===== config.mk =====
export PLATFORM = sky130hd
export DESIGN_NAME = gate_chk_settle
export DESIGN_NICKNAME = d
export VERILOG_FILES = /design/src/rtl/gate_chk_pkg.sv /design/src/rtl/gate_chk_settle.sv
export SDC_FILE = /design/constraint.sdc
export NUM_CORES = 1
export LEC_CHECK = 0
export ABC_AREA = 0
export ABC_CLOCK_PERIOD_IN_PS = 3200
export CORE_AREA = 2 2 39 41
export CTS_BUF_LIST = sky130_fd_sc_hd__clkbuf_8
export DETAILED_ROUTE_END_ITERATION = 16
export DIE_AREA = 0 0 41 43
export GPL_TIMING_DRIVEN = 0
export HOLD_SLACK_MARGIN = 0.12
export PLACE_DENSITY = 0.46
export SYNTH_ARGS = -nofsm -noshare
export SYNTH_HDL_FRONTEND = slang
export SYNTH_SLANG_ARGS = --single-unit

===== constraint.sdc =====
create_clock -name clk -period 3.2 [get_ports clk]
set_clock_uncertainty 0.05 [all_clocks]
set_input_delay 0.64 -clock clk [delete_from_list [all_inputs] [get_ports clk]]
set_output_delay 0.64 -clock clk [all_outputs]
set_load 0.02 [all_outputs]

===== src/rtl/gate_chk_pkg.sv =====
// Shared types and truth-table constants for the gate response checker.
package gate_chk_pkg;

  typedef enum logic {
    ST_WAIT   = 1'b0,
    ST_SETTLE = 1'b1
  } state_t;

  // Truth tables are indexed by {a,b}.
  localparam logic [3:0] TT_NAND = 4'b0111;
  localparam logic [3:0] TT_AND  = 4'b1000;
  localparam logic [3:0] TT_OR   = 4'b1110;
  localparam logic [3:0] TT_NOR  = 4'b0001;
  localparam logic [3:0] TT_XOR  = 4'b0110;
  localparam logic [3:0] TT_XNOR = 4'b1001;

endpackage


===== src/rtl/gate_chk_settle.sv =====
// Input-change detector and stability counter; strobes once a new {a,b} has held for SETTLE edges.
module gate_chk_settle
  import gate_chk_pkg::*;
#(
  parameter int SETTLE = 2
) (
  input  logic       clk,
  input  logic       rst_n,
  input  logic       clear,
  input  logic [1:0] ab,
  output logic       stable,
  output logic [1:0] prev_ab
);

  localparam int CW = $clog2(SETTLE + 1);
  localparam logic [CW-1:0] LAST = CW'(SETTLE - 1);

  state_t        state, next_state;
  logic [CW-1:0] cnt, next_cnt;
  logic [1:0]    next_prev;

  always_ff @(posedge clk or negedge rst_n) begin
    if (!rst_n) begin
      state   <= ST_SETTLE;
      cnt     <= '0;
      prev_ab <= 2'b00;
    end else if (clear) begin
      state   <= ST_SETTLE;
      cnt     <= '0;
      prev_ab <= 2'b00;
    end else begin
      state   <= next_state;
      cnt     <= next_cnt;
      prev_ab <= next_prev;
    end
  end

  // An input change always restarts settling, even on what would have been the check edge.
  always_comb begin
    next_state = state;
    next_cnt   = cnt;
    next_prev  = prev_ab;
    if (ab != prev_ab) begin
      next_prev  = ab;
      next_cnt   = '0;
      next_state = ST_SETTLE;
    end else if (state == ST_SETTLE) begin
      if (cnt == LAST) begin
        next_state = ST_WAIT;
      end else begin
        next_cnt = cnt + CW'(1);
      end
    end
  end

  always_comb begin
    stable = (state == ST_SETTLE) && (ab == prev_ab) && (cnt == LAST);
  end

endmodule


# Word-level counts from Yosys, hierarchy flattened
# Cells that the tools add are included.
# classes
n_addsub	1
n_eq_ne	4
n_mux	10
reduce_logical	5
# op_table
op	count
2-bit two-way mux	6
1-bit two-way mux	4
3-bit inequality test, second input constant	1
3-bit nonzero test	1
2-bit by 1-bit adder with 2-bit output, second input constant	1
2-bit by 1-bit equality test with 1-bit output, second input constant	1
2-bit equality test	1
1-bit logical AND	2
2-bit inequality test	1
2-bit AND reduction	1
2-bit nonzero test	1
# word_totals
out_inout_bits	3
word_cells	23
regBits	5

# Logic depth before layout (Yosys ltp)
# Gate-level depths: netlist of run 1.
# depth
ltp_word	5
mapped_depth	5
ltp_nobuf	5

# Worst setup path after synthesis of run 1
# Ideal clock, no wire load.
# synth_path
kind	input to output
from	input ab[0]
to	output stable
required_ns	2.510
path_stages	2
setup_slack_ns	1.195
t_arrival_ns	1.315
path_cell_list	xor2_1 > nor3_1
# synth_via
elab_chain_cells	3
# synth_lines
item	line_no	text
start, declared	gate_chk_settle.sv:10	input logic [1:0] ab,
2-bit equality test	gate_chk_settle.sv:57	stable = (state == ST_SETTLE) && (ab == prev_ab) && (cnt == LAST);
1-bit logical AND (2 in a row)	gate_chk_settle.sv:57	
end, declared	gate_chk_settle.sv:11	output logic stable,
# Every way passes these cells.

# Final worst setup path of run 1
# Same ends and word-level chain as after synthesis.

==> qor.csv, run 1 <==
stage,metric,value,unit
floorplanning,io_pins,8,
flow_run,maxCapViolations,0,
synthesis,ys.flop_type,dfrtp_1,
synthesis,async_reset_ff_share,100,%
global_route,grt_max_degree,6,
synthesis,synth_edf_count,0,
outcome,outcome,"complete, no violations",
timing,hold_ws,0.511,ns
global_route,track_usage,7.66,%
setup_path,critPathMaxStageDelay,0.63,ns
floorplanning,fp.dieH,43,um
synthesis,syn_nets,26,
synthesis,syn_inst,20,
synthesis,netlist_top_cells_area,"dfrtp_1 (44%), dfstp_2 (11%), nor2b_1 (8.2%)",
clocking,path_clk_slew,0.04,ns
synthesis,syn_area,229,um^2
timing,fin_crit,2.78,ns
routing,wl_per_cell,9.32,um
clocking,cts_hold_buf,0,
clocking,clock_latency,0.22,ns
setup_path,crit_top_cell,clkdlybuf4s50_1,
synthesis,synth_top_cell_area_share,43.7,%
clocking,numCtsBuffers,3,
floorplanning,die_width,41,um
synthesis,synth.area.mux_share,0,%
floorplanning,fp-row-count,14,
synthesis,synth.distinct_cells,13,
synthesis,synthTopCellsByCount,"dfrtp_1 (4), nor2b_1 (3), nor2_1 (2), xor2_1 (2)",
cells_and_area,fillers,143,
synthesis,synthSimpleGateAreaFrac,23.0,%
timing,finalCritPeriodShare,86.8,%
routing,remaining_drc_errors,0,
cells_and_area,stdcell_area,364,um^2
timing,rsz0062_at_grt,false,
setup_path,arrival,2.09,ns
cells_and_area,areaGrowthSynthToFinish,59.0,%
power_and_ir_drop,powerDensity,564,nW/um^2
clocking,ctsResizeCount,0,
clocking,cts_tree,yes,
synthesis,ys_ff_latch,5,
routing,num_vias,175,
global_route,grt-ovfl-total,0,
clocking,h-tree-depth,1,
timing,worstMarginPinSlew,0.280,ns
routing,firstDrtPassIters,2,
setup_path,cpMaxStageDelayCell,clkdlybuf4s50_1,
setup_path,critPathRequiredTime,2.51,ns
min_path,hp-class,reg -> reg,
floorplanning,die_area,1760,um^2
routing,routed_wl,438,um
setup_path,cp-start-kind,input port,
floorplanning,design.core.area,1380,um^2
setup_path,crit_fanout,2,
synthesis,syn_avg_cell_area,11.4,um^2
routing,routed_via_density,3.72,
clocking,cts_setup_buffers,0,
synthesis,synth_compound_area_share,3.28,%
timing,slew_violations,0,
synthesis,synth-adder-area-share,5.46,%
routing,drt_iter0_markers,1,
place,post-dp-hpwl,353,um
timing,finalSetupViolCount,0,
place,io_buffers,7,
synthesis,synth_most_common_cell,dfrtp_1,
power_and_ir_drop,vdd_drop_max,0.234,mV
clocking,cts_num_sinks,5,
timing,finalHoldViolations,0,
synthesis,ys_seq_area_share,55.2,%
global_route,grt_pass1_wl,814,um
place,pre_cts_ws,0.415,ns
routing,ant_nets,0,
synthesis,synth_top_family_by_area,simple AND/OR/NAND/NOR gates,
cells_and_area,layout-drive-gt1-share,16.1,%
synthesis,synth_xor_area_share,11.5,%
global_route,grt_pass1_vias,197,
floorplanning,start_util,16.5,%
timing,tns,0,ns
setup_path,crit_path_end_kind,output port,
place,place_congestion,0.640,
cells_and_area,fin_nets,38,
clocking,clock_path_buffers,2,
timing,slew-limit-headroom,81.3,%
clocking,cts_root_buf,clkbuf_8,
setup_path,crit_path_cell_trace,clkdlybuf4s50_1 -> xor2_1 -> nor3_1 -> clkdlybuf4s50_1,
timing,setup_slack,0.424,ns
global_route,antenna_found_initial,0,
power_and_ir_drop,p_leak,0.000155,uW
setup_path,worst-setup-path-type,in -> out,
synthesis,yosys_warnings,0,
timing,timing.fmax,0.360,GHz
cells_and_area,antenna_cells,0,
place,dpl_cell_area,319,um^2
synthesis,yosys.area.top_type,dfrtp_1,
registers in the layout, indices dropped and copies added (netlist names):
signal	flops
prev_ab	2
state	1
cnt	2
power by group:
group | switching [uW] | total (uW) | internal [uW] | leakage [uW]
Clock | 30.1 | 112 | 82.2 | 0.0000269
Combinational | 11.1 | 24.2 | 13.1 | 0.0000640
Sequential | 2.01 | 68.7 | 66.7 | 0.0000637
per-stage QoR:
stage,util [%],instances,total power [uW]
2_1_floorplan,-,20,81.6
3_3_place_gp,23.1,43,93.3
3_5_place_dp,23.1,43,94.0
4_1_cts,26.3,47,210
5_1_grt,26.3,47,218
6_report,26.3,47,205
routing by layer:
metal,up-vias,track usage [%],share of wire [%]
met1,79,8.47,45
met5,-,0,0
met2,11,9.06,43
met4,0,4.00,0
met3,0,7.85,12
li1,85,-,-
path summary, 6_finish.rpt:
path                       slack, ns          startpoint  cells past startpoint                  to
max in group asynchronous       2.26               rst_n                      1     state$_DFF_PN1_
min reg2reg                     0.51  cnt[0]$_DFFE_PN0P_                      2  cnt[0]$_DFFE_PN0P_
min in group asynchronous       0.59               rst_n                      1  cnt[0]$_DFFE_PN0P_
min                             0.51  cnt[0]$_DFFE_PN0P_                      2  cnt[0]$_DFFE_PN0P_
max reg2reg                     1.90  cnt[0]$_DFFE_PN0P_                      4  cnt[1]$_DFFE_PN0P_
max                             0.42               ab[0]                      4              stable
cell families (layout without fill, tap and decap cells):
group	after synthesis	in the layout
compound gates	1	1
xor+xnor	3	3
fa+ha+maj	1	1
buf+inv	1	12
flops	5	5
simple gates	9	9
layout make-up:
class	count	area [um^2]	area share (%)
Clock inverter	1	3.75	1.03
Clock buffer	3	41.3	11.3
Sequential cell	5	126	34.7
Tap cell	16	20.0	5.50
Timing Repair Buffer	7	70.1	19.2
Multi-Input combinational cell	14	98.8	27.1
Inverter	1	3.75	1.03
critical path, delay by kind of cell:
kind	cells	cell delay (ns)
buffers and inverters	2	1.07
AND/OR/NAND/NOR	1	0.19
XOR/XNOR	1	0.18
layout by cell type (no fill, tap or decap):
cell             netlist  layout
clkdlybuf4s50_1        0       7
dfrtp_1                4       4
nor2b_1                3       3
clkbuf_8               0       3
xor2_1                 2       2
inv_1                  1       2
nor2_1                 2       2
nand2_1                1       1
nor3_1                 1       1
or3_4                  1       1
or2_1                  1       1
xnor2_1                1       1
a211oi_1               1       1
ha_1                   1       1
dfstp_2                1       1
No activity file was read; power rests on OpenSTA's default activity.
==> run 2: changes to the inputs <==
--- a/config.mk
+++ b/config.mk
@@ -6,14 +6,14 @@
 export NUM_CORES = 1
 export LEC_CHECK = 0
 export ABC_AREA = 0
-export ABC_CLOCK_PERIOD_IN_PS = 3200
+export ABC_CLOCK_PERIOD_IN_PS = 2310
 export CORE_AREA = 2 2 39 41
 export CTS_BUF_LIST = sky130_fd_sc_hd__clkbuf_8
 export DETAILED_ROUTE_END_ITERATION = 16
 export DIE_AREA = 0 0 41 43
 export GPL_TIMING_DRIVEN = 0
 export HOLD_SLACK_MARGIN = 0.12
-export PLACE_DENSITY = 0.46
+export PLACE_DENSITY = 0.47
 export SYNTH_ARGS = -nofsm -noshare
 export SYNTH_HDL_FRONTEND = slang
 export SYNTH_SLANG_ARGS = --single-unit
==> constraint.sdc (replaced) <==
create_clock -name clk -period 2.31 [get_ports clk]
set_clock_uncertainty 0.05 [all_clocks]
set_input_delay 0.462 -clock clk [delete_from_list [all_inputs] [get_ports clk]]
set_output_delay 0.462 -clock clk [all_outputs]
set_load 0.02 [all_outputs]
==> qor.csv, run 2 (same netlist as run 1, synthesis figures left out) <==
stage,metric,value,unit
clocking,cts_tree,yes,
flow_run,maxCapViolations,0,
setup_path,arrival,1.63,ns
routing,firstDrtPassIters,4,
min_path,hp-class,in -> async,
cells_and_area,areaGrowthSynthToFinish,58.5,%
place,place_congestion,0.675,
cells_and_area,antenna_cells,0,
global_route,grt_max_degree,6,
routing,remaining_drc_errors,0,
timing,finalHoldViolations,0,
timing,finalSetupViolCount,0,
clocking,numCtsBuffers,3,
timing,fin_crit,2.14,ns
timing,finalCritPeriodShare,92.5,%
floorplanning,die_width,41,um
setup_path,critPathRequiredTime,1.80,ns
cells_and_area,final_cell_mix,"clkdlybuf4s50_1 (6), dfrtp_1 (4), nor2b_1 (3), clkbuf_8 (3)",
clocking,cts_root_buf,clkbuf_8,
power_and_ir_drop,intPower,224,uW
floorplanning,fp.dieH,43,um
floorplanning,die_area,1760,um^2
routing,drt_iter0_markers,9,
power_and_ir_drop,switching_share,21.7,%
floorplanning,io_pins,8,
power_and_ir_drop,vdd_drop_max,0.411,mV
global_route,grt_pass1_wl,765,um
place,dpl_cell_area,319,um^2
floorplanning,start_util,16.5,%
power_and_ir_drop,switchingPower,62.2,uW
place,post-dp-hpwl,311,um
power_and_ir_drop,p_leak,0.000159,uW
cells_and_area,regArea,126,um^2
cells_and_area,fin_nets,38,
place,io_buffers,7,
setup_path,worstSetupEndpoint,stable,
routing,routed_via_density,3.68,
global_route,track_usage,7.58,%
timing,slew_violations,0,
cells_and_area,stdcell_area,363,um^2
global_route,grt-ovfl-total,0,
routing,ant_nets,0,
cells_and_area,utilization,26.2,%
floorplanning,fp-row-count,14,
setup_path,cp-start-kind,input port,
outcome,outcome,"complete, no violations",
setup_path,reg2reg_from,prev_ab[0]$_DFFE_PN0P_,
setup_path,crit_fanout,2,
power_and_ir_drop,seqPwrFrac,33.2,%
setup_path,worst-setup-path-type,in -> out,
cells_and_area,fillers,149,
power_and_ir_drop,combinationalPowerShare,11.4,%
setup_path,crit_start,ab[0],
clocking,cts_hold_buf,0,
setup_path,rrSetupSlack,1.04,ns
cells_and_area,multiInputGateArea,98.8,um^2
timing,rsz0062_at_grt,false,
power_and_ir_drop,powerDensity,790,nW/um^2
clocking,cts_num_sinks,5,
timing,timing.fmax,0.468,GHz
timing,worstMarginPinSlew,0.273,ns
clocking,h-tree-depth,1,
cells_and_area,reg.largest.list,"cnt (2), prev_ab (2), state (1)",
timing,hold_ws,0.409,ns
routing,num_vias,173,
routing,wl_per_cell,8.87,um
power_and_ir_drop,pwr-share-clk,55.4,%
floorplanning,design.core.area,1380,um^2
global_route,grt_pass1_vias,174,
clocking,clock_path_buffers,2,
timing,slew-limit-headroom,81.8,%
clocking,clock_latency,0.22,ns
setup_path,r2r-end,state$_DFF_PN1_,
setup_path,reg2reg_depth,3,
cells_and_area,layout-drive-gt1-share,16.1,%
cells_and_area,final_common_cell,clkdlybuf4s50_1,
global_route,antenna_found_initial,0,
setup_path,crit_path_end_kind,output port,
routing,routed_wl,417,um
clocking,path_clk_slew,0.04,ns
timing,tns,0,ns
[run 2: how the worst min path moves through the flow]
stage                             startpoint                 end  slack [ns]
final                                  rst_n  cnt[1]$_DFFE_PN0P_        0.41
after global routing                   rst_n  cnt[1]$_DFFE_PN0P_        0.44
after CTS                              rst_n  cnt[1]$_DFFE_PN0P_        0.41
after detailed placement  cnt[1]$_DFFE_PN0P_  cnt[1]$_DFFE_PN0P_        0.51
after global placement    cnt[0]$_DFFE_PN0P_  cnt[0]$_DFFE_PN0P_        0.48
after floorplan                        rst_n  cnt[0]$_DFFE_PN0P_        0.12
[run 2: layout make-up]
cell class	count	area share [%]
inverter	1	1.03
clock buffer	3	11.4
tap	16	5.52
clock inverter	1	1.03
multi-input combinational	14	27.2
timing repair buffer	7	19.0
sequential	5	34.8
[run 2: what timing repair did]
| action | 4_1_cts | 5_1_grt |
|---|---|---|
| setup endpoints to repair | 1 | 0 |
| resized for setup | 1 | 0 |
| setup buffers | 0 | 0 |
[run 2: power by group through the flow]
stage / Combinational [uW] / Sequential, uW / Clock [uW]
2_1_floorplan: 15.1 / 97.9 / 0
3_3_place_gp: 33.3 / 95.8 / 0
3_5_place_dp: 33.4 / 96.1 / 0
4_1_cts: 33.2 / 95.2 / 164
5_1_grt: 36.1 / 95.6 / 177
6_report: 32.7 / 95.1 / 159
[run 2: worst max-delay path, stage by stage]
cell and delay [ns]:
clkdlybuf4s50_1 0.43, xor2_1 0.18, nor3_1 0.19, dlygate4sd2_1 0.36
[run 2: layer usage]
metal | global-route usage [%] | share of wire [%] | up-vias
met5 | 0 | 0 | -
met4 | 6.00 | 0 | 0
met3 | 7.85 | 14 | 0
met2 | 7.19 | 42 | 10
met1 | 9.18 | 44 | 78
li1 | - | - | 85
[run 2: metrics by stage]
stage / std cells / power [uW] / worst slack [ns]
6_report: 47 / 286 / 0.172
4_1_cts: 47 / 293 / 0.151
2_1_floorplan: 20 / 113 / 0.657
3_5_place_dp: 43 / 129 / -0.129
5_1_grt: 47 / 309 / 0.102
3_3_place_gp: 43 / 129 / -0.113
==> run 3: changes to the inputs <==
--- a/config.mk
+++ b/config.mk
@@ -8,11 +8,11 @@
 export ABC_AREA = 0
 export ABC_CLOCK_PERIOD_IN_PS = 2310
 export CORE_AREA = 2 2 39 41
-export CTS_BUF_LIST = sky130_fd_sc_hd__clkbuf_8
+export CTS_BUF_LIST = sky130_fd_sc_hd__clkbuf_4
 export DETAILED_ROUTE_END_ITERATION = 16
 export DIE_AREA = 0 0 41 43
 export GPL_TIMING_DRIVEN = 0
-export HOLD_SLACK_MARGIN = 0.12
+export HOLD_SLACK_MARGIN = 0.15
 export PLACE_DENSITY = 0.47
 export SYNTH_ARGS = -nofsm -noshare
 export SYNTH_HDL_FRONTEND = slang
==> qor.csv, run 3 (same netlist as run 1, synthesis figures left out) <==
stage,metric,value,unit
setup_path,worst-setup-path-type,in -> out,
cells_and_area,layout-drive-gt1-share,19.4,%
place,post-dp-hpwl,311,um
routing,num_vias,178,
timing,fin_crit,2.14,ns
place,io_buffers,7,
clocking,cts_hold_buf,0,
timing,slew-limit-headroom,81.6,%
setup_path,cpMaxStageDelayCell,clkdlybuf4s50_1,
routing,ant_nets,0,
power_and_ir_drop,seqPwrFrac,38.4,%
routing,dr_wl_met3,69,um
timing,slew_violations,0,
place,dpl_cell_area,319,um^2
clocking,cts_num_sinks,5,
setup_path,crit_start,ab[0],
routing,firstDrtPassIters,4,
timing,finalSetupViolCount,0,
setup_path,crit_path_cell_trace,clkdlybuf4s50_1 -> xor2_1 -> nor3_1 -> dlygate4sd2_1,
routing,routed_wl,442,um
floorplanning,die_width,41,um
global_route,grt_max_degree,6,
cells_and_area,fin_nets,38,
timing,finalCritPeriodShare,92.5,%
clocking,cts_tree,yes,
setup_path,arrival,1.63,ns
min_path,hp-class,in -> async,
floorplanning,fp-row-count,14,
power_and_ir_drop,vdd_drop_max,0.260,mV
cells_and_area,areaGrowthSynthToFinish,51.9,%
setup_path,worstSetupEndpoint,stable,
power_and_ir_drop,pwr-share-clk,48.4,%
setup_path,critPathMaxStageDelay,0.43,ns
routing,remaining_drc_errors,0,
routing,drt_iter0_markers,7,
floorplanning,design.core.area,1380,um^2
power_and_ir_drop,switching_share,24.3,%
global_route,track_usage,7.16,%
routing,wl_met1,200,um
timing,rsz0062_at_grt,false,
setup_path,r2r-end,cnt[1]$_DFFE_PN0P_,
setup_path,crit_path_end_kind,output port,
timing,finalHoldViolations,0,
routing,wl_met2,163,um
timing,timing.fmax,0.468,GHz
floorplanning,io_pins,8,
floorplanning,start_util,16.5,%
cells_and_area,final_cell_mix,"clkdlybuf4s50_1 (6), clkbuf_4 (4), dfrtp_1 (4)",
setup_path,reg2reg_depth,4,
cells_and_area,stdcell_area,348,um^2
power_and_ir_drop,combinationalPowerShare,13.3,%
floorplanning,die_area,1760,um^2
routing,wl_per_cell,9.40,um
power_and_ir_drop,powerDensity,712,nW/um^2
place,place_congestion,0.675,
routing,top_layer,met4,
setup_path,crit_fanout,2,
setup_path,cp-start-kind,input port,
outcome,outcome,"complete, no violations",
timing,setup_slack,0.172,ns
clocking,path_clk_slew,0.05,ns
place,dp_cells,43,
cells_and_area,instances_no_fill,47,
cells_and_area,reg.largest.list,"cnt (2), prev_ab (2), state (1)",
clocking,clock_path_buffers,2,
floorplanning,fp.dieH,43,um
timing,worstMarginPinSlew,0.275,ns
global_route,grt-ovfl-total,0,
clocking,h-tree-depth,1,
cells_and_area,final_common_cell,clkdlybuf4s50_1,
routing,routed_via_density,3.79,
global_route,grt_pass1_vias,172,
place,pre_cts_ws,-0.129,ns
power_and_ir_drop,p_leak,0.000151,uW
global_route,grt_pass1_wl,745,um
setup_path,critPathRequiredTime,1.80,ns
clocking,numCtsBuffers,3,
clocking,clock_latency,0.25,ns
global_route,antenna_found_initial,0,
clocking,cts_root_buf,clkbuf_4,
setup_path,rrSetupSlack,1.03,ns
setup_path,reg2reg_from,cnt[0]$_DFFE_PN0P_,
power_and_ir_drop,switchingPower,60.2,uW
power_and_ir_drop,intPower,187,uW
flow_run,maxCapViolations,0,
cells_and_area,antenna_cells,0,
## run 3: cell types whose count changed in the layout (fill, tap and decap cells not counted), sizes merged
cell,previous run,this run
inv,2,1
clkbuf,3,4
## run 3: area by class of cell
cell class	instances	area [um^2]
Tap cell	16	20.0
Timing Repair Buffer	7	68.8
Sequential cell	5	126
Fill cell	148	1040
Multi-Input combinational cell	14	98.8
Inverter	1	3.75
Clock buffer	4	30.0
## run 3: power by group through the flow
stage | clock network [uW] | registers (uW) | logic [uW]
after floorplan | 0 | 97.9 | 15.1
after detailed placement | 0 | 96.1 | 33.4
final | 120 | 94.9 | 32.8
after CTS | 122 | 95.0 | 33.2
after global placement | 0 | 95.8 | 33.3
after global routing | 132 | 95.3 | 36.1
## run 3: critical path, delay by kind of cell
kind	cells	cell delay (ns)
simple gates	1	0.19
xor+xnor	1	0.18
buf+inv	2	0.79
## run 3: repair_timing
action,4_1_cts,5_1_grt
endpoints found under the setup margin,1,0
resized for setup,1,0
buffers inserted,0,0
## run 3: stage by stage
stage / hold WS, ns / power [uW] / TNS (ns) / utilization [%]
global placement: 0.483 / 129 / -0.113 / 23.1
CTS: 0.385 / 250 / 0 / 25.1
detailed placement: 0.509 / 129 / -0.129 / 23.1
global route: 0.405 / 264 / 0 / 25.1
finish: 0.381 / 248 / 0 / 25.1
floorplan: 0.116 / 113 / 0 / -
## run 3: routing by layer
layer | vias up | GRT usage, %
li1 | 85 | -
met1 | 78 | 8.82
met2 | 13 | 7.19
met3 | 2 | 7.85
met4 | 0 | 4.00
met5 | - | 0
## run 3: worst min-delay path by stage
stage / endpoint / slack [ns]
final: cnt[1]$_DFFE_PN0P_ / 0.38
after global routing: cnt[1]$_DFFE_PN0P_ / 0.41
after CTS: cnt[1]$_DFFE_PN0P_ / 0.38
after detailed placement: cnt[1]$_DFFE_PN0P_ / 0.51
after global placement: cnt[0]$_DFFE_PN0P_ / 0.48
after floorplan: cnt[0]$_DFFE_PN0P_ / 0.12
